--- config.mk ---
export PLATFORM = sky130hd
export DESIGN_NAME = adc_coeff_loader
export DESIGN_NICKNAME = d
export VERILOG_FILES = /design/src/rtl/adc_coeff_loader.sv
export SDC_FILE = /design/constraint.sdc
export NUM_CORES = 2
export LEC_CHECK = 0
export ABC_AREA = 1
export BUFFER_PORTS_ARGS = -buffer_cell sky130_fd_sc_hd__buf_2
export CELL_PAD_IN_SITES_DETAIL_PLACEMENT = 1
export CELL_PAD_IN_SITES_GLOBAL_PLACEMENT = 2
export CORE_AREA = 2 2 674 676
export CTS_BUF_LIST = sky130_fd_sc_hd__clkbuf_8 sky130_fd_sc_hd__clkbuf_16
export CTS_CLUSTER_DIAMETER = 150
export DETAILED_ROUTE_END_ITERATION = 12
export DIE_AREA = 0 0 676 678
export PLACE_DENSITY = 0.6
export SLEW_MARGIN = 5
export SYNTH_ARGS = -nofsm -noshare
export SYNTH_HDL_FRONTEND = slang
export SYNTH_SLANG_ARGS = --single-unit
--- constraint.sdc ---
create_clock -name sys_clk_i -period 50.1 [get_ports sys_clk_i]
set_input_delay 5.01 -clock sys_clk_i [delete_from_list [all_inputs] [get_ports sys_clk_i]]
set_output_delay 5.01 -clock sys_clk_i [all_outputs]
set_load 0.1 [all_outputs]
--- src/rtl/adc_coeff_loader.sv ---
// adc_coeff_loader: shadow/active coefficient bank with a commit that waits for the engine to drain.
// Optional readback port is enabled by defining ADC_COEFF_READBACK_EN.
module adc_coeff_loader #(
    parameter int CNT_W = 4
) (
    input  logic          sys_clk_i,
    input  logic          reset_i,
    input  logic          wr_en_i,
    input  logic [5:0]    wr_addr_i,
    input  logic [31:0]   wr_data_i,
    output logic          wr_rdy_o,
    output logic          wr_err_o,
    input  logic          commit_req_i,
    output logic          commit_done_o,
    output logic          hold_o,
    input  logic          eng_srdyi_i,
    input  logic          eng_srdyo_i,
    output logic [1407:0] coeff_o,
    output logic [127:0]  mean_o,
    output logic [127:0]  stdev_o,
    output logic [19:0]   section_limit_o
`ifdef ADC_COEFF_READBACK_EN
    ,
    input  logic          rd_en_i,
    input  logic [5:0]    rd_addr_i,
    input  logic          rd_active_i,
    output logic [31:0]   rd_data_o,
    output logic          rd_valid_o
`endif
);
    localparam int         NWORDS     = 52;
    localparam logic [5:0] ADDR_LIMIT = 6'd52;

    typedef enum logic {S_IDLE, S_PENDING} state_t;

    state_t           state_q, state_d;
    logic [CNT_W-1:0] cnt_q, cnt_d;
    logic [31:0]      shadow_q [NWORDS];
    logic [31:0]      active_q [NWORDS];
    logic [19:0]      shadow_lim_q, active_lim_q;
    logic             wr_err_q, commit_done_q;
    logic             wr_acc, commit_fire;

    assign wr_acc   = wr_en_i && (state_q == S_IDLE);
    assign wr_rdy_o = (state_q == S_IDLE);
    assign hold_o   = (state_q == S_PENDING);

    always_comb begin
        state_d     = state_q;
        commit_fire = 1'b0;
        case (state_q)
            S_IDLE: begin
                if (commit_req_i) state_d = S_PENDING;
            end
            S_PENDING: begin
                // A sample entering this very cycle still needs the old bank.
                if (cnt_q == '0 && !eng_srdyi_i) begin
                    commit_fire = 1'b1;
                    state_d     = S_IDLE;
                end
            end
            default: state_d = S_IDLE;
        endcase
    end

    always_comb begin
        cnt_d = cnt_q;
        if (eng_srdyi_i && !eng_srdyo_i && cnt_q != '1)
            cnt_d = cnt_q + 1'b1;
        else if (eng_srdyo_i && !eng_srdyi_i && cnt_q != '0)
            cnt_d = cnt_q - 1'b1;
    end

    always_ff @(posedge sys_clk_i) begin
        if (reset_i) begin
            state_q       <= S_IDLE;
            cnt_q         <= '0;
            wr_err_q      <= 1'b0;
            commit_done_q <= 1'b0;
        end else begin
            state_q       <= state_d;
            cnt_q         <= cnt_d;
            wr_err_q      <= wr_acc && (wr_addr_i > ADDR_LIMIT);
            commit_done_q <= commit_fire;
        end
    end

    always_ff @(posedge sys_clk_i) begin
        if (reset_i) begin
            for (int i = 0; i < NWORDS; i++) shadow_q[i] <= '0;
            shadow_lim_q <= '0;
        end else if (wr_acc) begin
            if (wr_addr_i < ADDR_LIMIT)
                shadow_q[wr_addr_i] <= wr_data_i;
            else if (wr_addr_i == ADDR_LIMIT)
                shadow_lim_q <= wr_data_i[19:0];
        end
    end

    always_ff @(posedge sys_clk_i) begin
        if (reset_i) begin
            for (int i = 0; i < NWORDS; i++) active_q[i] <= '0;
            active_lim_q <= '0;
        end else if (commit_fire) begin
            for (int i = 0; i < NWORDS; i++) active_q[i] <= shadow_q[i];
            active_lim_q <= shadow_lim_q;
        end
    end

    // Words 0..43 coeff, 44..47 mean, 48..51 reciprocal stdev.
    always_comb begin
        coeff_o = '0;
        mean_o  = '0;
        stdev_o = '0;
        for (int i = 0; i < 44; i++) coeff_o[32*i +: 32] = active_q[i];
        for (int s = 0; s < 4; s++) begin
            mean_o[32*s +: 32]  = active_q[44+s];
            stdev_o[32*s +: 32] = active_q[48+s];
        end
    end

    assign section_limit_o = active_lim_q;
    assign wr_err_o        = wr_err_q;
    assign commit_done_o   = commit_done_q;

`ifdef ADC_COEFF_READBACK_EN
    logic [31:0] rd_word;
    logic [31:0] rd_data_q;
    logic        rd_valid_q;

    always_comb begin
        rd_word = '0;
        if (rd_addr_i < ADDR_LIMIT)
            rd_word = rd_active_i ? active_q[rd_addr_i] : shadow_q[rd_addr_i];
        else if (rd_addr_i == ADDR_LIMIT)
            rd_word = {12'h0, (rd_active_i ? active_lim_q : shadow_lim_q)};
    end

    always_ff @(posedge sys_clk_i) begin
        if (reset_i) begin
            rd_data_q  <= '0;
            rd_valid_q <= 1'b0;
        end else begin
            rd_valid_q <= rd_en_i;
            if (rd_en_i) rd_data_q <= rd_word;
        end
    end

    assign rd_data_o  = rd_data_q;
    assign rd_valid_o = rd_valid_q;
`endif
endmodule

==> results.txt <==
Status - complete, no violations
GRT Total Usage - 21.2%
Worst Skew - 0.0654 ns
Tcrit/Tclk final - 25.7%
DP Area - 139000 um^2
Min Hold Slack - 0.463 ns
Final setup TNS - 0 ns
Area of the mapped netlist - 123000 um^2
Routability cong. - 0.821
DRT iter0 DRCs - 7421
IO Port Bufs - 1731
Synth unique cells - 22
Clock-pin slew on the worst setup and hold paths - 0.06 ns
Buf+Inv Stages, Crit Path - 9
First-pass GRT wire length - 664000 um
Post-CTS Repair Setup Buffers - 0
DR vias - 76.5k
Leading area contributor after synthesis - edfxtp_1
Slowest stage delay, CP - 1.19 ns
Nets - 11.0k
Residual DRC count - 0
Fin. max-slew vios - 0
Boundary pin count - 1732
Post-synthesis sequential area ratio - 82.0%
H-tree depth - 5
Number of enable flip-flop cells after synthesis - 3328
CTS tree - yes
Vias in the first global route - 77.0k
CP required - 50.62 ns
GRT Residual Overflow - 0
VDD IR max - 0.0280 mV
FF-to-FF End - active_q[0][972]
Max-cap viol count - 0
Setup crit end - active_q[0][972]
Final setup violation count - 0
Final Critical Period - 12.88 ns
Root buf cell - clkbuf_16
Crit start category - input pin
HPWL after DPL - 333000 um
Worst reg-to-reg setup slack - 40.91 ns
Worst hold-check path type - register to register
FF+latch count, synth - 3375
DRT Pass-1 Iters - 5
Die X - 676 um
Vias/cell - 4.43
Clk sinks - 3375
RSZ-0062 raised after global routing - false
Largest cells by area after synthesis - edfxtp_1, nor2_1, inv_1
Share of cells above drive strength 1 - 22.3%
Critical path arrival - 13.41 ns
Synthesized instance count - 9209
Post-Syn Area per Cell - 13.4 um^2
Resized Gates After CTS - 0
List of most frequent post-synthesis cells - nor2_1, edfxtp_1, inv_1
Critical Path Start - eng_srdyi_i
Crit-path leading delay family - buffers and inverters
Largest net degree at the start of global routing - 197
Starting Density - 27.3%
Post-DRT Antenna Nets - 0
Crit path kind - input pin to register
Top-count cell post-synth - nor2_1
Critical path depth - 11
Initial antenna violation count - 71
Std cell rows - 247
# hold bufs at CTS - 0
Synth Flop Type - edfxtp_1
Core Region - 451000 um^2
Max frequency - 77.6 MHz
LEAKAGE - 63.4 nW
Area grow syn2layout - 22.5%
Clock tree buffer depth - 4
Share of the synthesized area in the top cell type - 81.3%
Post-route cell area - 151000 um^2
Post-Syn Nets - 9256
Avg WL per Cell - 29.1 um
Share of synthesized flip-flops with an asynchronous set or reset - 0%
Worst path slowest cell - nand2_4
WL final - 502000 um
Fillcell total - 48.8k
R2r startpoint - cnt_q[1]
Num CTS Buffers - 374
P per Cell Area - 46.5 nW/um^2
Syn. warnings - 0
Worst path most repeated cell - buf_4
Critical Path, Cell by Cell - buf_2 -> inv_1 -> nand4_1 -> nand2_4 -> buf_4 -> buf_4 -> buf_4 -> buf_4 -> buf_4 -> buf_12 -> buf_4
CP Max Fanout - 153
Worst Tran Pin Value - 1.26 ns
CP endpoint kind - register
Slew headroom - 16.1%
Pwr Total - 0.00701 W
Hold Violations, Final - 0
R2r worst-path depth - 10
Die height - 678 um
Clk_lat worst skew - 0.98 ns
Die area - 458000 um^2
-- worst min-delay path by stage --
stage	startpoint	to	slack [ns]	depth (start not counted)
2_1_floorplan	shadow_lim_q[10]	shadow_lim_q[10]	0.42	2
3_3_place_gp	shadow_lim_q[5]	shadow_lim_q[5]	0.45	2
3_5_place_dp	shadow_lim_q[7]	shadow_lim_q[7]	0.45	2
4_1_cts	shadow_lim_q[7]	shadow_lim_q[7]	0.46	2
5_1_grt	shadow_lim_q[5]	shadow_lim_q[5]	0.49	2
6_report	shadow_lim_q[7]	shadow_lim_q[7]	0.46	2
-- report_power, final --
group | internal [W] | leakage (nW) | switching, W | total (W)
Combinational | 0.0000833 | 22.9 | 0.000905 | 0.000988
Clock | 0.00146 | 6.07 | 0.00119 | 0.00265
Sequential | 0.00326 | 34.5 | 0.000107 | 0.00337
Total | 0.00481 | 63.4 | 0.00220 | 0.00701
-- per-layer routing --
| metal | up-vias | track usage (%) | part of all wire (%) |
|---|---|---|---|
| met3 | 703 | 2.80 | 5.8 |
| met2 | 3095 | 36.7 | 50 |
| met4 | 18 | 7.93 | 4.2 |
| met5 | - | 0 | 0.023 |
| li1 | 32861 | - | - |
| met1 | 39803 | 27.0 | 40 |
-- cell families (layout without fill, tap and decap cells) --
| logic type | after synthesis | count (layout) | synth area share (%) |
|---|---|---|---|
| and+or+nand+nor | 3512 | 3512 | 10.8 |
| DFF | 3375 | 3375 | 82.0 |
| buffers and inverters | 2250 | 4310 | 6.87 |
| AOI/OAI and AO/OA | 68 | 68 | 0.281 |
| adders and majority gates | 3 | 3 | 0.0366 |
| xor gates and xnor gates | 1 | 1 | 0.00712 |
| other | 0 | 28 | 0 |
-- flip-flops by register name, summed over array words and instances, names as in the netlist --
signal and count:
section_limit_o 20, cnt_q 4, wr_err_o 1, shadow_q 1664, commit_done_o 1, hold_o 1, active_q 1664, shadow_lim_q 20
-- tightest hold or removal path, delay by kind of cell, from the launching register on --
kind / cells / cell delay (ns)
DFF: 1 / 0.29
AOI/OAI and AO/OA: 1 / 0.06
buffers and inverters: 1 / 0.06
-- cells in the final DEF (no fill, tap or decap), drive strengths merged, types with 2 or more instances in the layout --
cell type  count
nor3          10
ha             2
clkinvlp       5
buf         1896
bufinv        17
nand3         28
nor2        3348
nand2        122
clkbuf       377
edfxtp      3328
clkinv       186
diode         28
o21ai         43
or2            2
inv         1829
dfxtp         47
a21oi         23
-- stage by stage --
stage | std cells | utilization [%] | worst slack [ns]
3_5_place_dp | 16561 | 30.8 | 36.24
3_3_place_gp | 16561 | 30.8 | 36.43
5_1_grt | 17249 | 33.4 | 36.62
6_report | 17273 | 33.4 | 37.22
4_1_cts | 17245 | 33.4 | 37.24
2_1_floorplan | 9209 | - | 6.53
-- final cells by class --
class | count | area [um^2] | share of cell area, %
antenna | 28 | 70.1 | 0.0465
multi-input combinational | 3584 | 13900 | 9.23
tap | 5976 | 7480 | 4.96
inverter | 1730 | 6600 | 4.38
timing repair buffer | 1896 | 9960 | 6.61
clock inverter | 307 | 2340 | 1.56
clock buffer | 377 | 9400 | 6.24
sequential | 3375 | 101000 | 67.0
(Power assumes the default switching activity.)
